`src/rtl/jk_count_ctrl.sv`:
```
// jk_count_ctrl: handshaked up/down/load/hold modulo-MOD counter controller driving a JK flip-flop bank.
// Optional Q-vs-nxt result checker with sticky Err is enabled by defining JKCTRL_VERIFY_EN.
module jk_count_ctrl #(
    parameter int WIDTH = 4,
    parameter int MOD   = 16
) (
    input  logic             CLK,
    input  logic             ClrN,
    input  logic             Start,
    input  logic [1:0]       Mode,
    input  logic [WIDTH-1:0] LoadVal,
    input  logic [WIDTH-1:0] Q,
    output logic [WIDTH-1:0] J,
    output logic [WIDTH-1:0] K,
    output logic             Busy,
    output logic             Done,
    output logic             Wrap,
    output logic             Err
);
    typedef enum logic [1:0] {IDLE, CALC, APPLY, VERIFY} state_t;
    localparam logic [WIDTH-1:0] TOP = WIDTH'(MOD - 1);
    state_t           state_q, state_d;
    logic [1:0]       mode_q, mode_d;
    logic [WIDTH-1:0] load_q, load_d, cur_q, cur_d, nxt_q, nxt_d;
    logic             wrap_q, wrap_d;
    logic             cur_oor, up_wrap, dn_wrap;
    assign cur_oor = 32'(cur_q) >= MOD;
    assign up_wrap = cur_q >= TOP;
    assign dn_wrap = cur_q == '0 || cur_oor;
    always_comb begin
        state_d = state_q;
        mode_d  = mode_q;
        load_d  = load_q;
        cur_d   = cur_q;
        nxt_d   = nxt_q;
        wrap_d  = wrap_q;
        case (state_q)
            IDLE: if (Start) begin
                state_d = CALC;
                mode_d  = Mode;
                load_d  = LoadVal;
                cur_d   = Q;
            end
            CALC: begin
                state_d = APPLY;
                nxt_d   = mode_q == 2'b01 ? (up_wrap ? '0 : cur_q + 1'b1) :
                          mode_q == 2'b10 ? (dn_wrap ? TOP : cur_q - 1'b1) :
                          mode_q == 2'b11 ? WIDTH'(32'(load_q) % MOD) : cur_q;
                wrap_d  = (mode_q == 2'b01 && up_wrap) || (mode_q == 2'b10 && dn_wrap);
            end
            APPLY:   state_d = VERIFY;
            default: state_d = IDLE;
        endcase
    end
    always_ff @(posedge CLK) begin
        if (ClrN) begin
            state_q <= IDLE;
            mode_q  <= '0;
            load_q  <= '0;
            cur_q   <= '0;
            nxt_q   <= '0;
            wrap_q  <= 1'b0;
        end else begin
            state_q <= state_d;
            mode_q  <= mode_d;
            load_q  <= load_d;
            cur_q   <= cur_d;
            nxt_q   <= nxt_d;
            wrap_q  <= wrap_d;
        end
    end
    // Set bits with J, clear bits with K; unchanged bits get J=K=0 so the bank holds them.
    assign J    = state_q == APPLY ? nxt_q & ~cur_q : '0;
    assign K    = state_q == APPLY ? ~nxt_q & cur_q : '0;
    assign Busy = state_q != IDLE;
    assign Done = state_q == VERIFY;
    assign Wrap = Done & wrap_q;
`ifdef JKCTRL_VERIFY_EN
    logic err_q, err_d;
    assign err_d = err_q | (Done && Q != nxt_q);
    always_ff @(posedge CLK) begin
        if (ClrN) err_q <= 1'b0;
        else      err_q <= err_d;
    end
    assign Err = err_q;
`else
    assign Err = 1'b0;
`endif
endmodule

```
`config.mk`:
```
export PLATFORM = sky130hd
export DESIGN_NAME = jk_count_ctrl
export DESIGN_NICKNAME = d
export VERILOG_FILES = /design/src/rtl/jk_count_ctrl.sv
export SDC_FILE = /design/constraint.sdc
export NUM_CORES = 1
export LEC_CHECK = 0
export ABC_AREA = 1
export BUFFER_PORTS_ARGS = -buffer_cell sky130_fd_sc_hd__buf_2
export CAP_MARGIN = 30
export CORE_MARGIN = 10
export CORE_UTILIZATION = 40
export CTS_CLUSTER_SIZE = 25
export DETAILED_ROUTE_END_ITERATION = 6
export PLACE_DENSITY_LB_ADDON = 0.15
export SYNTH_ARGS = -nofsm -noshare
export SYNTH_HDL_FRONTEND = slang
export SYNTH_SLANG_ARGS = --single-unit
```
`constraint.sdc`:
```
create_clock -name CLK -period 1.1 [get_ports CLK]
set_input_delay 0.275 -clock CLK [delete_from_list [all_inputs] [get_ports CLK]]
set_output_delay 0.275 -clock CLK [all_outputs]
set_load 0.05 [all_outputs]
```
==> results of run 1 <==
state kept, by name, indices dropped and copies added (netlist names):
signal   flops
mode_q       2
state_q      2
wrap_q       1
cur_q        4
load_q       4
nxt_q        4
per-layer routing:
metal  part of all wire, %  global-route usage (%)  wire length [um]
met2                    53                    23.9              2120
met4                   2.6                    4.88               104
met3                   6.4                    3.14               255
met5                     0                       0                 0
met1                    38                    14.2              1520
worst max-delay path, stage by stage (launching register included):
cell and delay, ns:
dfxtp_4 0.37, clkinv_4 0.06, ha_4 0.19, nand2_1 0.12
nor2_4 0.11, buf_6 0.16
worst paths after layout:
kind | end | slack (ns) | depth (start not counted)
worst min-delay path | state_q[0] | 0.18 | 2
worst min register to register | load_q[3] | 0.47 | 2
worst max register to register | mode_q[0] | -0.37 | 9
worst max-delay path | J[3] | -0.48 | 5
power groups by stage:
stage | clock [mW] | sequential, mW | combinational (mW)
final | 0.342 | 1.15 | 3.92
after global routing | 0.378 | 1.18 | 4.11
after CTS | 0.344 | 1.11 | 3.36
after detailed placement | 0 | 1.10 | 2.26
after global placement | 0 | 1.09 | 2.22
after floorplan | 0 | 1.12 | 1.49
cell usage after synthesis:
master,count,area (um^2)
a21oi_1,19,95.1
nand2_1,14,52.6
nand2_2,1,6.26
nor3_2,1,10.0
or2_1,1,6.26
conb_1,1,3.75
buf_6,1,11.3
dfxtp_1,17,340
nor2_2,1,6.26
a221oi_1,1,8.76
ha_1,6,75.1
bufinv_8,1,17.5
inv_1,15,56.3
buf_4,1,7.51
o22ai_1,4,25.0
xor2_1,1,8.76
o21ai_1,7,35.0
nand3_1,5,25.0
nor2_1,12,45.0
nor2_4,1,11.3
inv_2,6,22.5
buf_2,2,10.0
o21ai_2,1,8.76
o31ai_1,1,7.51
nor3_1,4,20.0
o21ai_0,11,55.1
nand4_1,1,6.26
final cells by class:
class	instances	share of cell area [%]
Clock buffer	3	1.17
Clock inverter	1	0.259
Inverter	22	6.10
Multi-Input combinational cell	93	42.4
Sequential cell	17	18.4
Tap cell	28	1.82
Timing Repair Buffer	59	29.8
logic make-up after synthesis:
| logic type | count (synthesis) | synth area share, % |
|---|---|---|
| other | 1 | 0.384 |
| adder cells (fa/ha/maj) | 6 | 7.68 |
| buffers and inverters | 26 | 12.8 |
| AND/OR/NAND/NOR | 41 | 19.3 |
| AO/OA/AOI/OAI | 44 | 24.1 |
| flip-flops | 17 | 34.8 |
| XOR/XNOR | 1 | 0.896 |
repair_timing:
action                                  in CTS  in global routing
pin swaps                                    8                 20
cloned                                       2                  0
buffers inserted                            10                  9
endpoints found under the setup margin      28                 28
resized for setup                           74                 26
==> key figures, run 1 <==
Status
  • Outcome: finished, violations left
  • Failing checks: negative setup slack

Die
  • Die W: 69.4 um
  • Die footprint: 4820 um^2
  • I/O pin cnt: 25
  • Site Rows: 17
  • Die height: a little under 70 um
  • Initial cell density of the core: 42.9%
  • Core Area: 2280 um^2

Final layout
  • Layout cells sized above 1: 66.2%
  • Most common cell after layout, fill and taps aside: buf_4
  • Layout area overhead: 97.4%
  • FILL cells: roughly 130
  • Area of the multi-input gates: approximately 820 um^2
  • Final core occ: a little over four fifths
  • N_diodes: 0
  • Storage element area: 355 um^2
  • Highest-count cells in the layout ignoring fill and taps: 22 x buf_4, 17 x a21oi_1, 16 x buf_6
  • Design area: 1930 um^2
  • Fin cells: ~220
  • Layout Nets: 215

Global routing
  • Initial antenna violation count: 0
  • Vias in the first global route: around 1200
  • All-Layer GR Usage: 13.1%
  • Global-route wire length before repair: ~5400 um
  • Grt ovf: 0
  • Largest net degree at the start of global routing: 16

Synth
  • Seq/Total Area, Yosys: a little over a third
  • Synthesized cell area: ~980 um^2
  • Number of warnings issued by yosys: 0
  • Avg Cell Area, Syn: around 7.2 um^2
  • Synth Instances: between 100 and 150
  • Register bit count reported by yosys: 17
  • Post-Syn Nets: 155
  • Yosys cell types: 27

STA
  • Final worst setup slack: -0.484 ns
  • Final Hold Viols: 0
  • Setup TNS: -9.80 ns
  • # setup viols final: 28
  • Slew Viols, Final: 0
  • RSZ-0062 raised after global routing: true
  • Worst Skew: about 0.0057 ns
  • Hold_ws: 0.180 ns
  • Max Clock Freq: roughly 630 MHz
  • Post-route minimum period: between 1.5 and 2 ns
  • Fin crit share: 144%

Setup path
  • WP data arrival: around 1.3 ns
  • R2r startpoint: state_q[0]
  • Setup Crit Path Kind: flop to primary output
  • Worst setup EP type: primary output
  • Setup crit start: state_q[0]
  • Critical Path RT: slightly above 0.8 ns
  • Max FO, Critical Path: 5
  • Crit start category: flop

Route
  • Routed WL: roughly 4000 um
  • Avg Vias per Cell: between 5 and 6
  • Via count: roughly 1200
  • DRC violations left: 0
  • DR WL/cell: around 18 um
  • Final ANT Viol Nets: 0
  • Initial DRC Count: 73
  • Drt pass-1 iters: 4

Power and ir drop
  • VDD IR-drop max: 0.00259 V
  • Net Sw Frac: a little under half
  • Clock power share: 6.3%
  • Reg power frac: 21.3%
  • Power Internal: just under 3 mW
  • Logic pwr share: 72.4%
  • Leakage power: between 0.8 and 0.9 nW
  • Power per Cell Area: about 2800 nW/um^2
  • Power Total: around 5.4 mW
  • Net switching power figure: between 2 and 3 mW

Clock network
  • CTS tree: built
  • CTS sink cnt: 17
  • Clk root buf: clkbuf_4
  • Clk slew on worst S/H paths: ~0.10 ns
  • TritonCTS Buffers: 3
  • Max Buffers Root-to-Sink: 2
  • Clk Latency, worst-skew pair: roughly 0.3 ns
  • Cts-stage hold buffer count: 0
  • H-tree Lvls: 1

Placement
  • I/O Buffers: 23
  • GPL Wtd Cong: between 0.8 and 0.9
  • Placed Instance Area: approximately 1400 um^2
  • Final HPWL DP: roughly 2100 um
  • Placed Instances: 200
  • DP Worst Slack: -0.220 ns

Worst hold path
  • HP Class: primary input to flop
  • Hold path startpoint: ClrN

Flow run
  • Max cap viols: 0
Power figures use the tool's default switching activity.
==> run 2: changes to the inputs <==
--- a/config.mk
+++ b/config.mk
@@ -13,6 +13,7 @@
 export CTS_CLUSTER_SIZE = 25
 export DETAILED_ROUTE_END_ITERATION = 6
 export PLACE_DENSITY_LB_ADDON = 0.15
+export SLEW_MARGIN = 20
 export SYNTH_ARGS = -nofsm -noshare
 export SYNTH_HDL_FRONTEND = slang
 export SYNTH_SLANG_ARGS = --single-unit
==> constraint.sdc (replaced) <==
create_clock -name CLK -period 1.6 [get_ports CLK]
set_input_delay 0.4 -clock CLK [delete_from_list [all_inputs] [get_ports CLK]]
set_output_delay 0.4 -clock CLK [all_outputs]
set_load 0.05 [all_outputs]
==> key figures, run 2 (same netlist as run 1, synthesis figures left out) <==
Status
  • Outcome: finished, violations left (unchanged)
  • Failing checks: negative setup slack (unchanged)

Global routing
  • Global-route wire length before repair: 4470 um (was 5430 um)
  • Vias in the first global route: 1028 (was 1183)
  • All-Layer GR Usage: 10.6% (was 13.1%)
  • Grt ovf: 0 (unchanged)
  • Initial antenna violation count: 0 (unchanged)
  • Largest net degree at the start of global routing: 20 (was 16)

STA
  • Final worst setup slack: -0.0524 ns (was -0.484 ns)
  • Hold_ws: 0.298 ns (was 0.180 ns)
  • Final Hold Viols: 0 (unchanged)
  • RSZ-0062 raised after global routing: true (unchanged)
  • Slew Viols, Final: 0 (unchanged)
  • Fin crit share: 103%
  • Worst Skew: 0.00183 ns (was 0.00573 ns)
  • Setup TNS: -0.286 ns (was -9.80 ns)
  • Max Clock Freq: ~610 MHz
  • # setup viols final: 9 (was 28)
  • Post-route minimum period: roughly 1.7 ns

Clock network
  • CTS tree: built (unchanged)
  • Clk slew on worst S/H paths: 0.10 ns (about the same)
  • Cts-stage hold buffer count: 0 (unchanged)
  • H-tree Lvls: 1 (unchanged)
  • TritonCTS Buffers: 3 (unchanged)
  • Clk Latency, worst-skew pair: 0.29 ns (was 0.30 ns)
  • Clk root buf: clkbuf_4 (unchanged)
  • Max Buffers Root-to-Sink: 2 (unchanged)
  • CTS sink cnt: 17 (unchanged)

Die
  • Die height: 69.4 um (unchanged)
  • I/O pin cnt: 25 (unchanged)
  • Initial cell density of the core: 42.9% (unchanged)
  • Site Rows: 17 (unchanged)
  • Die footprint: 4820 um^2 (unchanged)
  • Core Area: 2280 um^2 (unchanged)
  • Die W: 69.4 um (unchanged)

Final layout
  • Area of the multi-input gates: 588 um^2 (was 818 um^2)
  • Layout area overhead: 36.0% (was 97.4%)
  • Storage element area: 347 um^2 (was 355 um^2)
  • Final core occ: 58.4% (was 84.8%)
  • N_diodes: 0 (unchanged)
  • Layout cells sized above 1: 37.0% (was 66.2%)
  • Biggest regs: cur_q: 4 flops, load_q: 4 flops, nxt_q: 4 flops (unchanged)
  • Layout Nets: 185 (was 215)
  • Most common cell after layout, fill and taps aside: a21oi_1 (was buf_4)
  • FILL cells: 216 (was 127)
  • Highest-count cells in the layout ignoring fill and taps: 19 x a21oi_1, 14 x dfxtp_1, 13 x nand2_1 (was 22 x buf_4, 17 x a21oi_1, 16 x buf_6)
  • Fin cells: 193 (was 223)

Route
  • Drt pass-1 iters: 4 (unchanged)
  • Avg Vias per Cell: 4.96 (was 5.56)
  • DR WL/cell: 12.4 um (was 18.0 um)
  • Final ANT Viol Nets: 0 (unchanged)
  • Initial DRC Count: 48 (was 73)
  • Routed WL: 2390 um (was 4010 um)
  • Via count: 957 (was 1240)
  • DRC violations left: 0 (unchanged)

Placement
  • Placed Instances: 188 (was 200)
  • I/O Buffers: 23 (unchanged)
  • Final HPWL DP: 1890 um (was 2140 um)
  • GPL Wtd Cong: 0.831 (was 0.869)

Worst hold path
  • HP Class: primary input to flop (unchanged)

Setup path
  • End point of the critical path: Busy (was J[3])
  • Crit-path cells: inv_1, ha_1, inv_2, buf_6 (was clkinv_4, ha_4, nand2_1, nor2_4, buf_6)
  • CP top delay family: flip-flops (unchanged)
  • Cell depth of the worst setup path: 4 (was 5)
  • WP data arrival: 1.25 ns (was 1.31 ns)
  • Max stage delay on crit path: 0.39 ns (was 0.37 ns)
  • Critical Path RT: 1.20 ns (was 0.82 ns)
  • R2r startpoint: cur_q[1] (was state_q[0])
  • Reg-to-reg slack, setup: 0.22 ns (was -0.37 ns)
  • Setup crit start: state_q[1] (was state_q[0])
  • Reg2reg end: nxt_q[0] (was mode_q[0])
  • Worst setup EP type: primary output (unchanged)
  • Cells on worst reg2reg path: 8 (was 9)
  • Max FO, Critical Path: 3 (was 5)
  • CP Buf/Inv Count: 3 (was 2)
  • Setup Crit Path Kind: flop to primary output (unchanged)
  • Critical-path top delay cell: dfxtp_4 (unchanged)
  • Crit start category: flop (unchanged)

Power and ir drop
  • Power per Cell Area: 1750 nW/um^2 (was 2800 nW/um^2)
  • Power Total: 2.32 mW (was 5.41 mW)
  • VDD IR-drop max: 0.000807 V (was 0.00259 V)
  • Leakage power: 0.587 nW (was 0.815 nW)

Flow run
  • Max cap viols: 0 (unchanged)
## run 2: cell types whose count changed in the layout (fill, tap and decap cells not counted), sizes merged
cell      delta
buf         -30
clkinv       -2
clkinvlp     -2
inv          +2
bufinv       +1
clkbuf       +1
## run 2: worst min-delay path by stage
stage | startpoint | end | slack [ns] | cells past startpoint
2_1_floorplan | load_q[3] | load_q[3] | 0.43 | 2
3_3_place_gp | load_q[3] | load_q[3] | 0.44 | 2
3_5_place_dp | load_q[3] | load_q[3] | 0.45 | 2
4_1_cts | ClrN | state_q[0] | 0.30 | 2
5_1_grt | ClrN | state_q[0] | 0.31 | 2
6_report | ClrN | state_q[0] | 0.30 | 2
## run 2: repair_timing
item	in CTS	in global routing
resized for setup	28	13
setup endpoints to repair	10	11
pin swaps	0	1
buffers inserted	1	0
## run 2: where the power goes
part | switching [mW] | internal (mW)
logic | 0.834 | 0.507
registers | 0.150 | 0.591
clock network | 0.140 | 0.0972
total | 1.12 | 1.20
## run 2: per-stage QoR
step	area (um^2)	setup WS, ns
floorplan	1010	-0.118
global placement	1170	0.0858
detailed placement	1170	0.0473
CTS	1280	-0.0667
global route	1330	-0.120
finish	1330	-0.0524
## run 2: layout make-up
class / count / share of cell area, %
multi-input cells: 93 / 44.3
flip-flops and latches: 17 / 26.1
repair buffers: 29 / 17.2
inverters: 22 / 7.82
well taps: 28 / 2.64
clock buffers: 4 / 1.98
## run 2: layer usage
layer	GRT usage, %	vias to the layer above	part of all wire (%)	routed length (um)
met5	0	-	0	0
met4	5.10	0	1.3	31
met3	2.71	4	4.5	107
met2	17.0	18	48	1140
met1	12.7	426	46	1110
li1	-	509	-	-
